File: config.mk
export PLATFORM = sky130hd
export DESIGN_NAME = mfp_ram_b2_arbiter
export DESIGN_NICKNAME = d
export VERILOG_FILES = /design/src/rtl/mfp_ram_b2_arbiter_pkg.sv /design/src/rtl/mfp_ram_b2_arbiter_rr_pick2.sv /design/src/rtl/mfp_ram_b2_arbiter.sv
export SDC_FILE = /design/constraint.sdc
export NUM_CORES = 1
export LEC_CHECK = 0
export ABC_AREA = 1
export CORE_MARGIN = 3
export CORE_UTILIZATION = 35
export CTS_BUF_LIST = sky130_fd_sc_hd__clkbuf_16
export CTS_CLUSTER_SIZE = 30
export DETAILED_ROUTE_END_ITERATION = 16
export PLACE_DENSITY = 0.78
export SYNTH_ARGS = -nofsm -noshare
export SYNTH_HDL_FRONTEND = slang
export SYNTH_SLANG_ARGS = --single-unit
File: constraint.sdc
create_clock -name HCLK -period 1.8 [get_ports HCLK]
set_input_delay 0.27 -clock HCLK [delete_from_list [all_inputs] [get_ports HCLK]]
set_output_delay 0.27 -clock HCLK [all_outputs]
set_load 0.005 [all_outputs]
File: src/rtl/mfp_ram_b2_arbiter_pkg.sv
// Shared types, master indices and width helper for the two-master block-RAM arbiter.
// Optional build macro used by the arbiter: MFP_RAM_ARB_DUAL_ISSUE_EN.
package mfp_ram_arb_pkg;

    typedef enum logic [1:0] {
        IDLE  = 2'd0,
        LOCK0 = 2'd1,
        LOCK1 = 2'd2
    } arb_state_e;

    localparam logic M0 = 1'b0;
    localparam logic M1 = 1'b1;

    // Bits needed to hold values 0..value-1; never less than one bit.
    function automatic int unsigned clog2(input int unsigned value);
        int unsigned result;
        result = 0;
        for (int unsigned i = 0; i < 32; i++) begin
            if ((64'd1 << i) < 64'(value)) begin
                result = i + 1;
            end
        end
        return (result == 0) ? 1 : result;
    endfunction

endpackage

File: src/rtl/mfp_ram_b2_arbiter_rr_pick2.sv
// Combinational two-way round-robin selector: ptr names the master that wins a tie.
module mfp_rr_pick2
    import mfp_ram_arb_pkg::*;
(
    input  logic req0,
    input  logic req1,
    input  logic ptr,
    output logic gnt0,
    output logic gnt1
);

    always_comb begin
        gnt0 = req0 && (!req1 || (ptr == M0));
        gnt1 = req1 && (!req0 || (ptr == M1));
    end

endmodule

File: src/rtl/mfp_ram_b2_arbiter.sv
// Round-robin arbiter/sequencer sharing one simple dual-port block RAM between two masters,
// with bounded locked bursts. Define MFP_RAM_ARB_DUAL_ISSUE_EN to allow write+read dual issue in IDLE.
module mfp_ram_b2_arbiter
    import mfp_ram_arb_pkg::*;
#(
    parameter int unsigned DATA_WIDTH      = 32,
    parameter int unsigned ADDR_WIDTH      = 12,
    parameter int unsigned MAX_LOCK_CYCLES = 16
) (
    input  logic                  HCLK,
    input  logic                  HRESETn,

    input  logic                  m0_req,
    input  logic                  m1_req,
    input  logic                  m0_lock,
    input  logic                  m1_lock,
    input  logic                  m0_we,
    input  logic                  m1_we,
    input  logic [ADDR_WIDTH-1:0] m0_addr,
    input  logic [ADDR_WIDTH-1:0] m1_addr,
    input  logic [DATA_WIDTH-1:0] m0_wdata,
    input  logic [DATA_WIDTH-1:0] m1_wdata,

    output logic                  m0_gnt,
    output logic                  m1_gnt,
    output logic                  m0_rvalid,
    output logic                  m1_rvalid,
    output logic [DATA_WIDTH-1:0] m0_rdata,
    output logic [DATA_WIDTH-1:0] m1_rdata,

    output logic [DATA_WIDTH-1:0] ram_data,
    output logic [ADDR_WIDTH-1:0] ram_write_addr,
    output logic [ADDR_WIDTH-1:0] ram_read_addr,
    output logic                  ram_we,
    input  logic [DATA_WIDTH-1:0] ram_q
);

    localparam int unsigned      CNT_W   = clog2(MAX_LOCK_CYCLES + 1);
    localparam logic [CNT_W-1:0] CNT_ONE = CNT_W'(1);
    localparam logic [CNT_W-1:0] CNT_MAX = CNT_W'(MAX_LOCK_CYCLES);
    localparam logic             LOCK_EN = (MAX_LOCK_CYCLES > 1);

    arb_state_e            state_q, state_d;
    logic                  rr_ptr_q, rr_ptr_d;
    logic [CNT_W-1:0]      lock_cnt_q, lock_cnt_d, lock_cnt_inc;

    logic                  pick0, pick1;
    logic                  dual_ok;
    logic                  gnt0, gnt1;
    logic                  wr0, wr1, rd0, rd1;

    logic                  rvalid0_q, rvalid1_q;
    logic [ADDR_WIDTH-1:0] raddr_q, raddr_d;
    logic [ADDR_WIDTH-1:0] waddr_q, waddr_d;
    logic [DATA_WIDTH-1:0] wdata_q, wdata_d;

    mfp_rr_pick2 u_pick (
        .req0 (m0_req),
        .req1 (m1_req),
        .ptr  (rr_ptr_q),
        .gnt0 (pick0),
        .gnt1 (pick1)
    );

`ifdef MFP_RAM_ARB_DUAL_ISSUE_EN
    assign dual_ok = m0_req && m1_req && (m0_we != m1_we);
`else
    assign dual_ok = 1'b0;
`endif

    assign lock_cnt_inc = lock_cnt_q + CNT_ONE;

    always_comb begin
        state_d    = state_q;
        rr_ptr_d   = rr_ptr_q;
        lock_cnt_d = lock_cnt_q;
        gnt0       = 1'b0;
        gnt1       = 1'b0;

        if (HRESETn) begin
            unique case (state_q)
                IDLE: begin
                    // A dual issue leaves the round-robin pointer untouched.
                    if (dual_ok) begin
                        gnt0 = 1'b1;
                        gnt1 = 1'b1;
                    end else if (pick0) begin
                        gnt0     = 1'b1;
                        rr_ptr_d = M1;
                        if (m0_lock && LOCK_EN) begin
                            state_d    = LOCK0;
                            lock_cnt_d = CNT_ONE;
                        end
                    end else if (pick1) begin
                        gnt1     = 1'b1;
                        rr_ptr_d = M0;
                        if (m1_lock && LOCK_EN) begin
                            state_d    = LOCK1;
                            lock_cnt_d = CNT_ONE;
                        end
                    end
                end

                LOCK0: begin
                    if (!m0_req) begin
                        state_d    = IDLE;
                        rr_ptr_d   = M1;
                        lock_cnt_d = '0;
                    end else begin
                        gnt0       = 1'b1;
                        lock_cnt_d = lock_cnt_inc;
                        if (!m0_lock || (lock_cnt_inc == CNT_MAX)) begin
                            state_d    = IDLE;
                            rr_ptr_d   = M1;
                            lock_cnt_d = '0;
                        end
                    end
                end

                LOCK1: begin
                    if (!m1_req) begin
                        state_d    = IDLE;
                        rr_ptr_d   = M0;
                        lock_cnt_d = '0;
                    end else begin
                        gnt1       = 1'b1;
                        lock_cnt_d = lock_cnt_inc;
                        if (!m1_lock || (lock_cnt_inc == CNT_MAX)) begin
                            state_d    = IDLE;
                            rr_ptr_d   = M0;
                            lock_cnt_d = '0;
                        end
                    end
                end

                default: begin
                    state_d    = IDLE;
                    lock_cnt_d = '0;
                end
            endcase
        end
    end

    // RAM port steering; unused ports keep their last driven address/data.
    always_comb begin
        wr0     = gnt0 && m0_we;
        wr1     = gnt1 && m1_we;
        rd0     = gnt0 && !m0_we;
        rd1     = gnt1 && !m1_we;

        waddr_d = waddr_q;
        wdata_d = wdata_q;
        raddr_d = raddr_q;

        if (wr0) begin
            waddr_d = m0_addr;
            wdata_d = m0_wdata;
        end else if (wr1) begin
            waddr_d = m1_addr;
            wdata_d = m1_wdata;
        end

        if (rd0) begin
            raddr_d = m0_addr;
        end else if (rd1) begin
            raddr_d = m1_addr;
        end
    end

    always_ff @(posedge HCLK or negedge HRESETn) begin
        if (!HRESETn) begin
            state_q    <= IDLE;
            rr_ptr_q   <= M0;
            lock_cnt_q <= '0;
            rvalid0_q  <= 1'b0;
            rvalid1_q  <= 1'b0;
            raddr_q    <= '0;
            waddr_q    <= '0;
            wdata_q    <= '0;
        end else begin
            state_q    <= state_d;
            rr_ptr_q   <= rr_ptr_d;
            lock_cnt_q <= lock_cnt_d;
            rvalid0_q  <= rd0;
            rvalid1_q  <= rd1;
            raddr_q    <= raddr_d;
            waddr_q    <= waddr_d;
            wdata_q    <= wdata_d;
        end
    end

    assign m0_gnt         = gnt0;
    assign m1_gnt         = gnt1;
    assign m0_rvalid      = rvalid0_q;
    assign m1_rvalid      = rvalid1_q;
    assign m0_rdata       = ram_q;
    assign m1_rdata       = ram_q;

    assign ram_we         = wr0 || wr1;
    assign ram_write_addr = waddr_d;
    assign ram_data       = wdata_d;
    assign ram_read_addr  = raddr_d;

endmodule
==> results of run 1 <==
-- worst min-delay path, cell delays in order --
cell and delay (ns):
buf_4 0.13, buf_4 0.17, buf_4 0.20
-- path summary, 6_finish.rpt --
path / endpoint / slack (ns) / cells past startpoint
worst max-delay path: ram_data[19] / -0.51 / 12
worst min-delay path: m0_rvalid / 0.08 / 3
worst max register to register: wdata_q[3] / -0.19 / 13
worst min register to register: lock_cnt_q[0] / 0.56 / 2
max in group asynchronous: lock_cnt_q[0] / 1.11 / 2
min in group HCLK: wdata_q[15] / 0.51 / 3
-- cell usage after synthesis, drive strengths merged --
| master | number | share of area (%) |
|---|---|---|
| nand2 | 219 | 19 |
| inv | 124 | 11 |
| nand3 | 116 | 14 |
| buf | 89 | 15 |
| dfrtp | 66 | 38 |
| o21ai | 8 | 0.92 |
| ha | 7 | 2.0 |
| nand4 | 3 | 0.43 |
| nor2 | 2 | 0.23 |
| a21boi | 1 | 0.17 |
| a21oi | 1 | 0.11 |
| and2 | 1 | 0.14 |
| clkbuf | 1 | 0.086 |
| clkinv | 1 | 0.086 |
| nand3b | 1 | 0.17 |
-- power breakdown --
part,total (mW),internal (mW),switching (mW),leakage (nW)
logic,6.43,3.49,2.94,3.23
registers,2.42,2.19,0.229,0.786
clock network,1.74,1.07,0.675,0.145
total,10.6,6.75,3.84,4.16
-- repair_timing --
| action | CTS | global route |
|---|---|---|
| endpoints found under the hold margin | 2 | 0 |
| buffers inserted | 8 | 58 |
| setup endpoints to repair | 70 | 74 |
| cloned | 1 | 8 |
| hold buffers | 1 | 0 |
| gates resized for setup | 102 | 345 |
| pin swaps | 3 | 66 |
-- kinds of logic (layout without fill, tap and decap cells) --
group | after synthesis | in the layout | share of synthesized area, %
buffers and inverters | 215 | 429 | 25.4
DFF | 66 | 66 | 37.8
and+or+nand+nor | 342 | 342 | 33.7
adders and majority gates | 7 | 7 | 2.00
AOI/OAI and AO/OA | 10 | 10 | 1.20
-- state kept, by name (all words and copies together) (netlist names) --
name	cells
lock_cnt_q	5
m0_rvalid	1
m1_rvalid	1
raddr_q	12
rr_ptr_q	1
state_q	2
waddr_q	12
wdata_q	32
-- layout make-up --
| class | instances | area [um2] |
|---|---|---|
| repair buffers | 288 | 2740 |
| clock buffers | 9 | 225 |
| clock inverters | 7 | 70.1 |
| multi-input cells | 359 | 2260 |
| well taps | 168 | 210 |
| fillers | 1017 | 4470 |
| inverters | 125 | 479 |
| flip-flops and latches | 66 | 1650 |
-- routing by layer --
metal / part of all wire (%) / global-route usage, % / routed length, um / vias to the layer above
li1: - / - / - / 2284
met1: 41 / 21.5 / 6680 / 2243
met2: 50 / 32.1 / 8140 / 179
met3: 6.0 / 6.25 / 971 / 39
met4: 2.1 / 6.45 / 340 / 0
met5: 0 / 0 / 0 / -
-- stage by stage --
step	TNS [ns]	instances	total power, mW	util, %	hold slack [ns]
after floorplan	0	640	4.53	-	-0.0256
after global placement	-46.81	932	7.16	49.8	0.246
after detailed placement	-49.23	932	7.26	49.8	0.247
after CTS	-32.10	958	8.78	53.7	0.0778
after global routing	-36.05	1022	11.3	63.1	0.0864
final	-27.80	1022	10.6	63.1	0.0823
==> results.json, run 1 <==
{
  "initial_core_util_pct": 36.1,
  "synth.avg_cell_area_um2": 6.83,
  "arrival_ns": 2.04,
  "drv_cap": 0,
  "fin_worst_skew_ns": 0.00532,
  "drive_gt1_share_pct": 45.0,
  "dr.first_iter.drc_count": 258,
  "wirelength_um": 16100,
  "hold_violations": 0,
  "failed_checks": "negative setup slack",
  "dieArea_um2": 13900,
  "final_common_cell": "inv_1",
  "grt_pass1_vias": 4159,
  "overflow": 0,
  "wl_per_cell_um": 15.8,
  "synth-seq-cells": 66,
  "worst_setup_path_end_kind": "output pin",
  "via_per_inst": 4.64,
  "place_congestion": 0.879,
  "fin_ws_ns": -0.515,
  "nNetsFinal": 984,
  "grt_start_max_net_pins": 57,
  "fmax_mhz": 432,
  "slowest_stage": "dfrtp_1",
  "drc": 0,
  "cts_max_path_buffers": 2,
  "vdd_drop_max_v": 0.000985,
  "cts_tree": "done",
  "dpl-instance-area_um2": 6030,
  "cts_root_buf": "clkbuf_16",
  "grt_antenna_before_repair": 0,
  "critPathMaxStageDelay_ns": 0.40,
  "crit_fanout": 5,
  "final-setup-viol-count": 77,
  "hpwl_um": 9070,
  "final_cell_area_um2": 7640,
  "synth.distinct_cells": 24,
  "crit_chain": "inv_2 -> ha_4 -> o21ai_2 -> nand2_2 -> nand3_4 -> inv_8 -> buf_6 -> buf_6 -> nand2_1 -> nand3_1 -> nand2_1 -> clkbuf_2",
  "ant_nets": 0,
  "yosysWarnings": 0,
  "final_cell_mix": "inv_1, nand2_1, nand2_2",
  "powerDensity_nw_per_um2": 1390,
  "io_pins": 253,
  "numCtsBuffers": 9,
  "syn_inst": 640,
  "post-route-period-util_pct": 129,
  "dieHeight_um": 118,
  "min_period_ns": 2.31,
  "slew_headroom_pct": 51.1,
  "crit_type": "register to output pin",
  "syn-cell-area_um2": 4370,
  "clk_latency_ns": 0.34,
  "synthesis.nets": 775,
  "critical_path_buf_inv_count": 5,
  "slew_violations": 0,
  "diodes": 0,
  "gr-usage-all-layers_pct": 18.6,
  "die_w_um": 118,
  "seq_area_frac_synth_pct": 37.8,
  "required_ns": 1.53,
  "vias": 4745,
  "dr.pass1.iters": 5,
  "path_clk_slew_ns": 0.06,
  "crit_family": "buffers and inverters",
  "portBuffers": 156,
  "rows": 40,
  "p_leak_nw": 4.16,
  "rsz0062_at_grt": "true",
  "clock-sinks": 66,
  "worstHoldPathType": "input port to asynchronous set/reset pin",
  "outcome": "complete, but fails checks",
  "worst_pin_slew_ns": 0.733,
  "crit-reg2reg-launch": "state_q[0]",
  "area_growth_pct": 74.7,
  "grt_pass1_wl_um": 20600,
  "dp_slack_ns": -0.813,
  "core-area_um2": 12100,
  "start_kind": "register",
  "cp-startpoint": "state_q[0]",
  "cts_max_level": 3
}
(Power assumes the default switching activity.)
==> run 2, diff against run 1 <==
--- a/config.mk
+++ b/config.mk
@@ -5,13 +5,14 @@
 export SDC_FILE = /design/constraint.sdc
 export NUM_CORES = 1
 export LEC_CHECK = 0
-export ABC_AREA = 1
+export CELL_PAD_IN_SITES_DETAIL_PLACEMENT = 0
+export CELL_PAD_IN_SITES_GLOBAL_PLACEMENT = 1
 export CORE_MARGIN = 3
-export CORE_UTILIZATION = 35
+export CORE_UTILIZATION = 25
 export CTS_BUF_LIST = sky130_fd_sc_hd__clkbuf_16
 export CTS_CLUSTER_SIZE = 30
 export DETAILED_ROUTE_END_ITERATION = 16
-export PLACE_DENSITY = 0.78
+export PLACE_DENSITY_LB_ADDON = 0.1
 export SYNTH_ARGS = -nofsm -noshare
 export SYNTH_HDL_FRONTEND = slang
 export SYNTH_SLANG_ARGS = --single-unit
==> run 2 against run 1 <==
The run still ends with negative setup slack left; die area grew 32%; global-route usage is 4.5 points lower; clock skew is 0.00064 ns lower; maximum frequency shrank 13%; worst setup slack got worse by 0.33 ns; final cell count decreased by 25%; via count decreased by 33%; first-iteration DRC count fell by 67%; critical path type unchanged; critical endpoint is now ram_data[5].
==> results.json, run 2 <==
{
  "ctsHoldBuffers": 0,
  "synth-edff-count": 0,
  "drive_gt1_share_pct": 60.2,
  "cts_root_buf": "clkbuf_16",
  "slew_headroom_pct": 48.1,
  "syn_inst": 338,
  "grt_start_max_net_pins": 56,
  "grt_pass1_wl_um": 19800,
  "vdd_drop_max_v": 0.000629,
  "drc": 0,
  "failed_checks": "negative setup slack",
  "wirelength_um": 12700,
  "final-setup-viol-count": 111,
  "die_w_um": 136,
  "nFillCells": 1520,
  "fmax_mhz": 377,
  "worst_pin_slew_ns": 0.779,
  "synthFlopType": "dfrtp_1",
  "required_ns": 1.53,
  "powerDensity_nw_per_um2": 1460,
  "worstSetupPathDepth": 10,
  "critPathMaxStageDelay_ns": 0.39,
  "top_regs": "wdata_q (32), raddr_q (12), waddr_q (12)",
  "synth_top_area_share_pct": 39.4,
  "diodes": 0,
  "final_cell_mix": "clkdlybuf4s50_1, mux2_4, buf_6",
  "grt_pass1_vias": 3529,
  "wl_per_cell_um": 16.6,
  "crit_end": "ram_data[5]",
  "dieArea_um2": 18400,
  "place_congestion": 0.694,
  "syn-cell-area_um2": 4200,
  "post-route-period-util_pct": 147,
  "crit-reg2reg-launch": "state_q[0]",
  "core-area_um2": 16200,
  "vias": 3188,
  "power_mw": 10.7,
  "via_per_inst": 4.17,
  "yosys.area.top_type": "dfrtp_1",
  "slowest_stage": "dfrtp_1",
  "critical_path_buf_inv_count": 5,
  "seq_area_frac_synth_pct": 39.4,
  "worstHoldPathType": "input port to asynchronous set/reset pin",
  "numCtsBuffers": 9,
  "area_growth_pct": 74.6,
  "min_period_ns": 2.65,
  "crit_type": "register to output pin",
  "yosysWarnings": 0,
  "crit_family": "buffers and inverters",
  "dp_slack_ns": -1.00,
  "gr-usage-all-layers_pct": 14.1,
  "multi_input_area_um2": 2250,
  "rows": 46,
  "drv_cap": 0,
  "p_leak_nw": 3.41,
  "synthTopCellsByArea": "dfrtp_1, mux2_4, buf_4",
  "nNetsFinal": 678,
  "fin_worst_skew_ns": 0.00467,
  "start_kind": "register",
  "crit_fanout": 8,
  "crit_chain": "inv_2 -> ha_4 -> a21oi_4 -> nor3b_4 -> buf_12 -> buf_12 -> buf_6 -> mux2_4 -> mux2_4 -> buf_6",
  "rrSetupSlack_ns": -0.47,
  "rsz0062_at_grt": "true",
  "synth.most_common_cell": "mux2_4",
  "grt_antenna_before_repair": 0,
  "hold_violations": 0,
  "synth-seq-cells": 66,
  "dr.first_iter.drc_count": 85,
  "synth.avg_cell_area_um2": 12.4,
  "clock-sinks": 66,
  "dp_cells": 685,
  "cts_max_path_buffers": 2,
  "cts_tree": "done",
  "dpl-instance-area_um2": 6050,
  "slew_violations": 0,
  "cts_max_level": 3,
  "final_cells": 764,
  "synthesis.nets": 473,
  "netlist_top_cells_count": "mux2_4, dfrtp_1, buf_4, nor2_1",
  "finalSetupTns_ns": -54.20,
  "final_cell_area_um2": 7320,
  "synth_async_sr_flop_share_pct": 100,
  "clk_latency_ns": 0.33,
  "outcome": "complete, but fails checks",
  "hpwl_um": 8590,
  "fin_ws_ns": -0.849,
  "initial_core_util_pct": 25.9,
  "overflow": 0,
  "ant_nets": 0,
  "dr.pass1.iters": 5,
  "synth.distinct_cells": 32,
  "cp-startpoint": "state_q[0]",
  "dieHeight_um": 136,
  "reg2reg_depth": 11,
  "path_clk_slew_ns": 0.06,
  "largest_register": "wdata_q",
  "io_pins": 253,
  "worst_setup_path_end_kind": "output pin",
  "final_common_cell": "clkdlybuf4s50_1",
  "arrival_ns": 2.38,
  "largest_reg_flops": 32,
  "r2r_end": "wdata_q[8]",
  "regArea_um2": 1650,
  "portBuffers": 156
}
## run 2: cell types whose count changed after synthesis, sizes merged, moves of 3 or more
cell,previous run,this run
nor2,2,18
clkbuf,1,4
buf,89,74
nand3,116,6
mux2,0,89
mux2i,0,14
nand2b,0,3
nand4,3,0
a21oi,1,15
o21ai,8,2
nand2,219,13
inv,124,7
## run 2: report_power, final
part | total, mW | switching, mW | internal, mW | leakage, nW
Clock | 1.73 | 0.675 | 1.05 | 0.138
Sequential | 2.40 | 0.229 | 2.17 | 0.789
Combinational | 6.56 | 2.09 | 4.48 | 2.48
## run 2: layer usage
metal	global-route usage (%)	up-vias	part of all wire, %
met5	0	-	0
met4	4.59	0	2.0
met3	4.27	24	6.5
met2	23.2	109	48
met1	17.6	1540	43
li1	-	1515	-
## run 2: worst register-to-register path: stages (launching register included)
cell and delay (ns):
dfrtp_1 0.39, inv_2 0.12, ha_4 0.16, a21oi_4 0.06
nor3b_4 0.21, buf_12 0.18, buf_12 0.14, buf_6 0.10
mux2_4 0.28, mux2_4 0.27, buf_4 0.13, buf_4 0.12
## run 2: worst min-delay path by stage
stage / end / slack (ns) / cells after the start
after floorplan: lock_cnt_q[0] / -0.03 / 0
after global placement: lock_cnt_q[0] / 0.42 / 3
after detailed placement: lock_cnt_q[0] / 0.42 / 3
after CTS: lock_cnt_q[1] / 0.06 / 3
after global routing: lock_cnt_q[1] / 0.07 / 3
final: waddr_q[2] / 0.05 / 3
## run 2: metrics by stage
stage	hold WS (ns)	util [%]
global route	0.0674	45.3
floorplan	-0.0256	-
global placement	0.421	37.4
finish	0.0472	45.3
detailed placement	0.423	37.4
CTS	0.0552	44.6
## run 2: kinds of logic after synthesis
group | count (synthesis) | share of synthesized area (%)
AO/OA/AOI/OAI | 26 | 4.00
XOR/XNOR | 1 | 0.209
adder cells (fa/ha/maj) | 7 | 2.09
buffers and inverters | 85 | 14.4
flip-flops | 66 | 39.4
multiplexers | 103 | 34.2
AND/OR/NAND/NOR | 50 | 5.76
## run 2: what timing repair did
action	CTS	global route
resized for setup	338	57
hold endpoints to repair	0	0
cloned	5	0
pin swaps	12	17
setup buffers	54	21
setup endpoints to repair	105	120
## run 2: area by class of cell
type / instances / area share [%]
flip-flops and latches: 66 / 22.6
inverters: 7 / 0.359
clock inverters: 7 / 0.837
repair buffers: 272 / 38.7
well taps: 216 / 3.69
multi-input cells: 187 / 30.8
clock buffers: 9 / 3.08
